## src/rtl/conv_pkg.sv

```systemverilog
// Shared types and elaboration-time helpers
// for the convolution job dispatcher.
package conv_pkg;

  typedef enum logic [1:0] {
    ST_IDLE     = 2'd0,
    ST_DISPATCH = 2'd1,
    ST_DRAIN    = 2'd2,
    ST_DONE     = 2'd3
  } state_e;

  // Index width for a pool of v entries, never narrower than one bit.
  function automatic int clog2(input int v);
    int r;
    r = 0;
    for (int i = 0; i < 31; i++) begin
      if ((1 << i) < v) r = i + 1;
    end
    return (r < 1) ? 1 : r;
  endfunction

  function automatic int out_dim(
    input int n,
    input int f,
    input int s,
    input int p
  );
    return (n - f + 2 * p) / s + 1;
  endfunction

  function automatic int total_jobs(
    input int n,
    input int f,
    input int s,
    input int p,
    input int k,
    input int nf
  );
    int o;
    o = out_dim(n, f, s, p);
    return o * o * k * nf;
  endfunction

endpackage

```

## src/rtl/conv_dispatch_ctrl_prio_enc_free.sv

```systemverilog
// Lowest-index free PE finder over the
// occupancy mask.
module prio_enc_free #(
  parameter int NPE = 64,
  parameter int PW  = 6
) (
  input  logic [NPE-1:0] busy,
  output logic [PW-1:0]  idx,
  output logic           any_free
);

  // Scan high to low so the lowest clear bit wins.
  always_comb begin
    idx      = '0;
    any_free = ~&busy;
    for (int i = NPE - 1; i >= 0; i--) begin
      if (!busy[i]) idx = PW'(i);
    end
  end

endmodule

```

## src/rtl/conv_dispatch_ctrl.sv

```systemverilog
// Dispatches one job per output pixel, channel
// and filter onto a pool of PEs.
module conv_dispatch_ctrl
  import conv_pkg::*;
#(
  parameter  int N   = 640,
  parameter  int F   = 3,
  parameter  int S   = 1,
  parameter  int P   = 0,
  parameter  int K   = 3,
  parameter  int NF  = 3,
  parameter  int NPE = 64,
  parameter  int CW  = 16,
  localparam int PW  = clog2(NPE)
) (
  input  logic           clk,
  input  logic           rstn,
  input  logic           en,
  input  logic           start,
  input  logic [NPE-1:0] pe_done,
  output logic           job_valid,
  input  logic           job_ready,
  output logic [PW-1:0]  job_pe,
  output logic [CW-1:0]  job_row,
  output logic [CW-1:0]  job_col,
  output logic [CW-1:0]  job_ch,
  output logic [CW-1:0]  job_filt,
  output logic [NPE-1:0] pe_busy,
  output logic [31:0]    jobs_issued,
  output logic           layer_done,
  output logic           err_spurious
);

  localparam int OUT   = out_dim(N, F, S, P);
  localparam int TOTAL = total_jobs(N, F, S, P, K, NF);

  localparam logic [CW-1:0] XY_MAX = CW'(OUT - 1);
  localparam logic [CW-1:0] CH_MAX = CW'(K - 1);
  localparam logic [CW-1:0] FL_MAX = CW'(NF - 1);
  localparam logic [31:0]   LAST   = 32'(TOTAL - 1);

  state_e         state_q, state_d;
  logic           job_valid_q, job_valid_d;
  logic [PW-1:0]  job_pe_q, job_pe_d;
  logic [CW-1:0]  job_row_q, job_row_d;
  logic [CW-1:0]  job_col_q, job_col_d;
  logic [CW-1:0]  job_ch_q, job_ch_d;
  logic [CW-1:0]  job_filt_q, job_filt_d;
  logic [NPE-1:0] pe_busy_q, pe_busy_d;
  logic [31:0]    jobs_issued_q, jobs_issued_d;
  logic           layer_done_q, layer_done_d;
  logic           err_spurious_q, err_spurious_d;

  logic           accept;
  logic [NPE-1:0] issue_mask;
  logic           spur;
  logic [PW-1:0]  free_idx;
  logic           any_free;

  // Search runs on next-cycle occupancy so a freed PE is reusable at once.
  prio_enc_free #(
    .NPE (NPE),
    .PW  (PW)
  ) u_enc (
    .busy     (pe_busy_d),
    .idx      (free_idx),
    .any_free (any_free)
  );

  // Next-state, occupancy, coordinate and output computation.
  always_comb begin
    state_d        = state_q;
    job_row_d      = job_row_q;
    job_col_d      = job_col_q;
    job_ch_d       = job_ch_q;
    job_filt_d     = job_filt_q;
    jobs_issued_d  = jobs_issued_q;

    accept     = en && (state_q == ST_DISPATCH) && job_valid_q && job_ready;
    issue_mask = accept ? (NPE'(1) << job_pe_q) : '0;
    // A done on the PE being issued to in the same edge is a collision,
    // not a stray pulse.
    spur       = |(pe_done & ~pe_busy_q & ~issue_mask);
    pe_busy_d  = (pe_busy_q & ~(pe_done & pe_busy_q)) | issue_mask;
    err_spurious_d = err_spurious_q | spur;

    if (accept) begin
      jobs_issued_d = jobs_issued_q + 32'd1;
      if (job_col_q == XY_MAX) begin
        job_col_d = '0;
        if (job_row_q == XY_MAX) begin
          job_row_d = '0;
          if (job_ch_q == CH_MAX) begin
            job_ch_d   = '0;
            job_filt_d = (job_filt_q == FL_MAX) ? '0 : job_filt_q + CW'(1);
          end else begin
            job_ch_d = job_ch_q + CW'(1);
          end
        end else begin
          job_row_d = job_row_q + CW'(1);
        end
      end else begin
        job_col_d = job_col_q + CW'(1);
      end
    end

    unique case (state_q)
      ST_IDLE: begin
        if (start && en) begin
          state_d        = ST_DISPATCH;
          job_row_d      = '0;
          job_col_d      = '0;
          job_ch_d       = '0;
          job_filt_d     = '0;
          jobs_issued_d  = '0;
          err_spurious_d = spur;
        end
      end
      ST_DISPATCH: begin
        if (accept && (jobs_issued_q == LAST)) state_d = ST_DRAIN;
      end
      ST_DRAIN: begin
        if (pe_busy_d == '0) state_d = ST_DONE;
      end
      ST_DONE: begin
        state_d = ST_IDLE;
      end
    endcase

    if (!en) begin
      state_d   = ST_IDLE;
      pe_busy_d = '0;
    end

    job_valid_d  = (state_d == ST_DISPATCH) && any_free;
    job_pe_d     = free_idx;
    if (job_valid_q && !job_ready && (state_d == ST_DISPATCH)) begin
      job_pe_d = job_pe_q;
    end
    layer_done_d = (state_d == ST_DONE);
  end

  // Controller state and all registered outputs.
  always_ff @(posedge clk or negedge rstn) begin
    if (!rstn) begin
      state_q        <= ST_IDLE;
      job_valid_q    <= 1'b0;
      job_pe_q       <= '0;
      job_row_q      <= '0;
      job_col_q      <= '0;
      job_ch_q       <= '0;
      job_filt_q     <= '0;
      pe_busy_q      <= '0;
      jobs_issued_q  <= '0;
      layer_done_q   <= 1'b0;
      err_spurious_q <= 1'b0;
    end else begin
      state_q        <= state_d;
      job_valid_q    <= job_valid_d;
      job_pe_q       <= job_pe_d;
      job_row_q      <= job_row_d;
      job_col_q      <= job_col_d;
      job_ch_q       <= job_ch_d;
      job_filt_q     <= job_filt_d;
      pe_busy_q      <= pe_busy_d;
      jobs_issued_q  <= jobs_issued_d;
      layer_done_q   <= layer_done_d;
      err_spurious_q <= err_spurious_d;
    end
  end

  assign job_valid    = job_valid_q;
  assign job_pe       = job_pe_q;
  assign job_row      = job_row_q;
  assign job_col      = job_col_q;
  assign job_ch       = job_ch_q;
  assign job_filt     = job_filt_q;
  assign pe_busy      = pe_busy_q;
  assign jobs_issued  = jobs_issued_q;
  assign layer_done   = layer_done_q;
  assign err_spurious = err_spurious_q;

endmodule

```

## config.mk

```make
export PLATFORM = sky130hd
export DESIGN_NAME = conv_dispatch_ctrl
export DESIGN_NICKNAME = d
export VERILOG_FILES = /design/src/rtl/conv_pkg.sv /design/src/rtl/conv_dispatch_ctrl_prio_enc_free.sv /design/src/rtl/conv_dispatch_ctrl.sv
export SDC_FILE = /design/constraint.sdc
export NUM_CORES = 1
export LEC_CHECK = 0
export ABC_AREA = 1
export BUFFER_PORTS_ARGS = -buffer_cell sky130_fd_sc_hd__buf_4
export CAP_MARGIN = 20
export CORE_AREA = 2 2 149 151
export CTS_BUF_LIST = sky130_fd_sc_hd__clkbuf_4 sky130_fd_sc_hd__clkbuf_8 sky130_fd_sc_hd__clkbuf_16
export DETAILED_ROUTE_END_ITERATION = 7
export DIE_AREA = 0 0 151 153
export HOLD_SLACK_MARGIN = 0.15
export PLACE_DENSITY = 0.73
export SLEW_MARGIN = 20
export SYNTH_ARGS = -nofsm -noshare
export SYNTH_HDL_FRONTEND = slang
export SYNTH_SLANG_ARGS = --single-unit
```

## constraint.sdc

```tcl
create_clock -name clk -period 4.9 [get_ports clk]
set_input_delay 0.245 -clock clk [delete_from_list [all_inputs] [get_ports clk]]
set_output_delay 0.245 -clock clk [all_outputs]
set_load 0.05 [all_outputs]
```

==> flow_summary_export.csv, run 1 <==
group,metric,value,unit
sta,finalWorstSetupSlack,0.125,ns
grt,grt_pass1_wl,57000,um
pwr,ir_drop,228,uV
placement,place_ws,0.149,ns
pwr,power.leakage,6.31,nW
yosys,synth_edf_count,0,
detailed_routing,wl_per_cell,17.6,um
cts,insertion_delay,0.44,ns
critical_path,worstSetupEndpointType,"flop",
cts,numCtsBuffers,17,
final_layout,synthToLayoutAreaGrowth,28.4,%
critical_path,cp_common_cell,"nand2_1",
pwr,power_density,229,mW/mm^2
cts,htree_levels,4,
sta,grt_setup_unrepaired,"true",
yosys,syn_inst,1531,
cts,clockRootBuffer,"clkbuf_16",
grt,grt_overflow_total,0,
yosys,synth_cell_type_count,46,
yosys,ys.flop_type,"dfrtp_1",
sta,fin_skew,0.0111,ns
yosys,ys_warn_count,0,
floorplanning,coreArea,0.0215,sq mm
critical_path,slowest_stage,"dfrtp_2",
grt,antenna_found_initial,0,
sta,relSlewSlack,45.5,%
floorplanning,die_h,153,um
floorplanning,die_x,151,um
flow_run,maxCapViolCount,0,
placement,dp.cells,2037,
final_layout,final-instance-count-excl-fill,2089,
detailed_routing,viasPerCell,5.41,
detailed_routing,drt_iter0_drc,737,
critical_path,cp.arrival,5.15,ns
sta,timing.fmax,209,MHz
floorplanning,die_area,0.0231,sq mm
final_layout,antenna_cells,0,
outcome,status,"completed",
worst_hold_path,hp-class,"input pin to flop",
sta,hold_ws,0.199,ns
yosys,ys_ff_latch,171,
cts,cts.sinks,171,
final_layout,drive_above_1_share,18.9,%
yosys,synth-async-reset-ratio,100,%
sta,setup_violations,0,
sta,finalHoldViolCount,0,
placement,dp_hpwl,28800,um
detailed_routing,drc_errors,0,
cts,clk_pin_slew,0.07,ns
yosys,ys_seq_area_share,40.6,%
sta,slew_violations,0,
placement,portBuffers,237,
sta,fin_crit_sh,97.5,%
placement,gp_congestion,1.03,
cts,cts_tree,"built",
cts,clockBufferDepth,2,
final_layout,final_util,62.9,%
critical_path,cp.required,5.28,ns
final_layout,fin_nets,1874,
detailed_routing,drt-total-wl,36700,um
sta,min_period,4.78,ns
critical_path,worst-setup-path-type,"flop to flop",
yosys,avgSynthCellArea,6.88,sq um
grt,grt_pass1_vias,10900,
sta,tns,0,ns
floorplanning,rows,54,
detailed_routing,drt-pass1-iter-count,6,
detailed_routing,postRouteAntennaNets,0,
yosys,synth_nets,1609,
yosys,syn-cell-area,0.0105,sq mm
floorplanning,start_util,49.0,%
sta,worstMarginPinSlew,0.813,ns
grt,track_usage,31.8,%
grt,grt_start_max_net_pins,105,
critical_path,critPathMaxFanout,6,
critical_path,cpPeakStageDelay,0.46,ns
critical_path,worst_setup_path_start_kind,"flop",
detailed_routing,vias,11300,
floorplanning,ios,238,
==> cell families (layout without fill, tap and decap cells) <==
family / Yosys count / in the layout / share of synthesized area [%]
AND/OR/NAND/NOR: 758 / 758 / 31.9
buffers and inverters: 348 / 626 / 12.5
AO/OA/AOI/OAI: 231 / 231 / 12.8
flip-flops: 171 / 171 / 40.6
XOR/XNOR: 14 / 14 / 1.16
adder cells (fa/ha/maj): 9 / 9 / 1.07
==> per-stage QoR <==
step / power (mW) / instance area [sq um]
after global placement: 1.65 / 12700
after floorplan: 1.53 / 10500
after detailed placement: 1.66 / 12700
after CTS: 3.11 / 13500
final: 3.09 / 13500
after global routing: 3.18 / 13500
==> metal layers <==
metal | part of all wire, % | up-vias | global-route usage [%]
li1 | - | 5495 | -
met4 | 3.6 | 0 | 12.1
met5 | 0 | - | 0
met1 | 40 | 5325 | 39.2
met3 | 7.9 | 72 | 6.57
met2 | 49 | 413 | 54.5
==> placed cells by master (no fill, tap or decap), drive strengths merged, types with 2 or more instances in the layout <==
cell,netlist,layout
nand4,48,48
nor3,72,72
o21ai,104,104
or2,3,3
o2111ai,3,3
nor2,244,244
xnor2,4,4
ha,9,9
o31ai,4,4
a21oi,74,74
nand2,250,250
o211ai,3,3
nand3,91,91
o22ai,3,3
a31oi,6,6
nor4,43,43
clkbuf,17,17
a221oi,7,7
bufinv,0,2
buf,9,256
inv,317,325
clkinv,5,9
o21a,14,14
a22o,2,2
a211oi,5,5
dfrtp,171,171
dlygate4sd3,0,16
nand3b,4,4
xor2,10,10
==> worst paths after layout <==
kind,from,endpoint,slack [ns],depth (start not counted)
worst max-delay path,job_pe[0],job_pe[0],0.12,62
worst min-delay path,pe_done[7],pe_busy[7],0.20,4
worst max register to register,job_pe[0],job_pe[0],0.12,62
worst min register to register,jobs_issued[31],jobs_issued[31],0.52,1
max in group asynchronous,rstn,job_pe[1],3.54,3
min in group asynchronous,rstn,pe_busy[43],0.35,2
==> cell usage after synthesis, types with 12 or more instances <==
master | count | area share [%]
nand3_1 | 89 | 4.2
dfrtp_1 | 171 | 41
inv_2 | 17 | 0.61
nand4_1 | 48 | 2.9
inv_1 | 300 | 11
nor2_1 | 238 | 8.5
nor4_1 | 43 | 2.6
nor3_1 | 72 | 3.4
nand2_1 | 248 | 8.8
clkbuf_1 | 17 | 0.61
o21ai_2 | 12 | 1.0
o21a_1 | 14 | 1.0
o21ai_0 | 89 | 4.2
a21oi_1 | 74 | 3.5
==> critical path: cells and delay by family, from the launching register on <==
kind | cells | cell delay (ns)
buffers and inverters | 2 | 0.23
flip-flops | 1 | 0.46
AND/OR/NAND/NOR | 59 | 3.92
AO/OA/AOI/OAI | 1 | 0.10
==> power by group <==
| group | total [mW] | switching, mW | internal, mW |
|---|---|---|---|
| Clock | 1.45 | 0.670 | 0.783 |
| Combinational | 0.215 | 0.139 | 0.0764 |
| Sequential | 1.42 | 0.00629 | 1.42 |
==> area by class of cell <==
type                            instances  area, sq um
Inverter                              322         1210
Fill cell                            1999         7970
Multi-Input combinational cell       1012         4950
Clock buffer                           17          425
Tap cell                              280          350
Timing Repair Buffer                  272         2100
Sequential cell                       171         4280
Clock inverter                         15          198
==> timing repair <==
item	4_1_cts	5_1_grt
hold buffers	16	0
gates resized for setup	0	7
buffers inserted	0	4
setup endpoints to repair	0	1
endpoints found under the hold margin	82	0
==> flip-flops by register name (all words and copies together), names as in the netlist <==
register and cells:
pe_busy 64, jobs_issued 32, job_ch 16, job_col 16
job_filt 16, job_row 16, job_pe 6, state_q 2
err_spurious 1, job_valid 1, layer_done 1
(Power assumes the default switching activity.)
==> run 2: changes to the inputs <==
==> constraint.sdc (replaced) <==
create_clock -name clk -period 5.1 [get_ports clk]
set_input_delay 0.255 -clock clk [delete_from_list [all_inputs] [get_ports clk]]
set_output_delay 0.255 -clock clk [all_outputs]
set_load 0.05 [all_outputs]
==> run 2 against run 1 <==
The run now ends with design-rule violations left. Sequential share of layout area about the same. Global-route usage down 0.055 points. Power down 5.3%. Die area unchanged. Final cell count about the same. Non-clock buffer count up 2. Clock power down 7%.
==> flow_summary_export.csv, run 2 (synthesis results as in run 1) <==
group,metric,value,unit
sta,worstMarginPinSlew,0.742,ns
cts,cts_tree,"built",
critical_path,worstSetupEndpointType,"flop",
final_layout,final_util,62.9,%
grt,busiest_layer,"met2",
sta,slew_violations,0,
pwr,ir_drop,216,uV
detailed_routing,vias,11300,
pwr,power.leakage,6.32,nW
placement,gp_congestion,1.02,
detailed_routing,drc_errors,2,
sta,finalHoldViolCount,0,
final_layout,antenna_cells,0,
sta,tns,0,ns
critical_path,r2r-start,"job_pe[0]",
critical_path,path_delay_family,"simple AND/OR/NAND/NOR gates",
sta,setup_violations,0,
floorplanning,coreArea,0.0215,sq mm
detailed_routing,postRouteAntennaNets,0,
floorplanning,start_util,49.0,%
sta,fin_crit_sh,93.3,%
grt,grt_start_max_net_pins,99,
worst_hold_path,hp-class,"input pin to flop",
detailed_routing,drt_iter0_drc,786,
placement,dp_hpwl,29000,um
sta,min_period,4.76,ns
detailed_routing,drt-total-wl,36800,um
cts,clockRootBuffer,"clkbuf_16",
critical_path,worst-setup-path-type,"flop to flop",
flow_run,maxCapViolCount,0,
grt,track_usage,31.8,%
final_layout,regArea,0.00428,sq mm
placement,portBuffers,237,
sta,timing.fmax,210,MHz
sta,relSlewSlack,50.6,%
final_layout,multi_input_comb_area,0.00496,sq mm
critical_path,critPathLaunch,"job_pe[0]",
critical_path,slowest_stage,"dfrtp_2",
grt,grt_use_met1,38.8,%
worst_hold_path,min_from,"pe_done[60]",
detailed_routing,wl_per_cell,17.6,um
floorplanning,ios,238,
grt,grt_pass1_wl,56800,um
critical_path,cp.required,5.43,ns
critical_path,cp.arrival,5.08,ns
cts,cts.sinks,171,
cts,htree_levels,4,
detailed_routing,viasPerCell,5.40,
floorplanning,die_x,151,um
critical_path,path_buf_inv,1,
grt,antenna_found_initial,0,
cts,numCtsBuffers,17,
sta,grt_setup_unrepaired,"true",
final_layout,final_common_cell,"inv_1",
outcome,status,"complete, but fails checks",
cts,clk_pin_slew,0.08,ns
final_layout,fin_nets,1876,
floorplanning,rows,54,
final_layout,drive_above_1_share,19.3,%
grt,met3_usage,6.63,%
critical_path,critPathMaxFanout,7,
grt,grt_pass1_vias,10900,
sta,fin_skew,0.0112,ns
critical_path,worst_setup_path_start_kind,"flop",
final_layout,largest_register_ffs,64,
final_layout,synthToLayoutAreaGrowth,28.4,%
critical_path,cp_common_cell,"nand2_1",
cts,clockBufferDepth,2,
floorplanning,die_area,0.0231,sq mm
grt,grt_overflow_total,0,
cts,insertion_delay,0.43,ns
outcome,failed_checks,"design-rule violations",
final_layout,fillers,2056,
grt,grt_util_met2,53.0,%
critical_path,cpPeakStageDelay,0.46,ns
pwr,power_density,216,mW/mm^2
floorplanning,die_h,153,um
detailed_routing,drt-pass1-iter-count,8,
final_layout,most-common-layout-cells,"299 x inv_1, 258 x buf_4, 247 x nand2_1",
[run 2: worst register-to-register path: cells and delay by family, from the launching register on]
family / cells / cell delay, ns
buffers and inverters: 1 / 0.07
DFF: 1 / 0.46
and+or+nand+nor: 67 / 4.05
AOI/OAI and AO/OA: 1 / 0.08
[run 2: where the power goes]
group	leakage, nW	switching, mW	internal, mW	total (mW)
logic	3.65	0.133	0.0738	0.206
clock network	0.296	0.650	0.703	1.35
registers	2.37	0.00544	1.36	1.37
[run 2: layer usage]
metal / part of all wire (%) / routed length [um]
met2: 48 / 17500
met3: 7.1 / 2630
met4: 5.1 / 1890
met5: 0 / 0
met1: 40 / 14700
[run 2: worst paths after layout]
| kind | end | slack (ns) | cells past startpoint |
|---|---|---|---|
| hold reg to reg | jobs_issued[31] | 0.54 | 1 |
| hold / removal | pe_busy[60] | 0.17 | 4 |
| max in group asynchronous | job_pe[2] | 3.69 | 3 |
| setup reg to reg | job_pe[0] | 0.34 | 69 |
| min in group asynchronous | pe_busy[42] | 0.40 | 2 |
| setup / recovery | job_pe[0] | 0.34 | 69 |
[run 2: timing repair]
item | 4_1_cts | 5_1_grt
hold endpoints to repair | 86 | 0
setup endpoints to repair | 0 | 1
hold buffers | 14 | 0
gates resized for setup | 0 | 11
setup buffers | 0 | 5
[run 2: final cells by class]
type                            instances  area share (%)
Inverter                              322            8.97
Clock buffer                           17            3.15
Timing Repair Buffer                  274            15.6
Clock inverter                         15            1.29
Tap cell                              280            2.59
Sequential cell                       171            31.7
Multi-Input combinational cell       1012            36.7
[run 2: stage by stage]
step / setup WS, ns / instances / area (sq um) / hold WS, ns / power [mW]
finish: 0.343 / 2091 / 13500 / 0.170 / 2.93
detailed placement: 0.297 / 2040 / 12700 / 0.319 / 1.59
CTS: 0.240 / 2086 / 13400 / 0.153 / 2.95
global placement: 0.318 / 2040 / 12700 / 0.320 / 1.59
floorplan: 0.754 / 1531 / 10500 / -0.0406 / 1.47
global route: -0.317 / 2091 / 13500 / 0.164 / 3.03
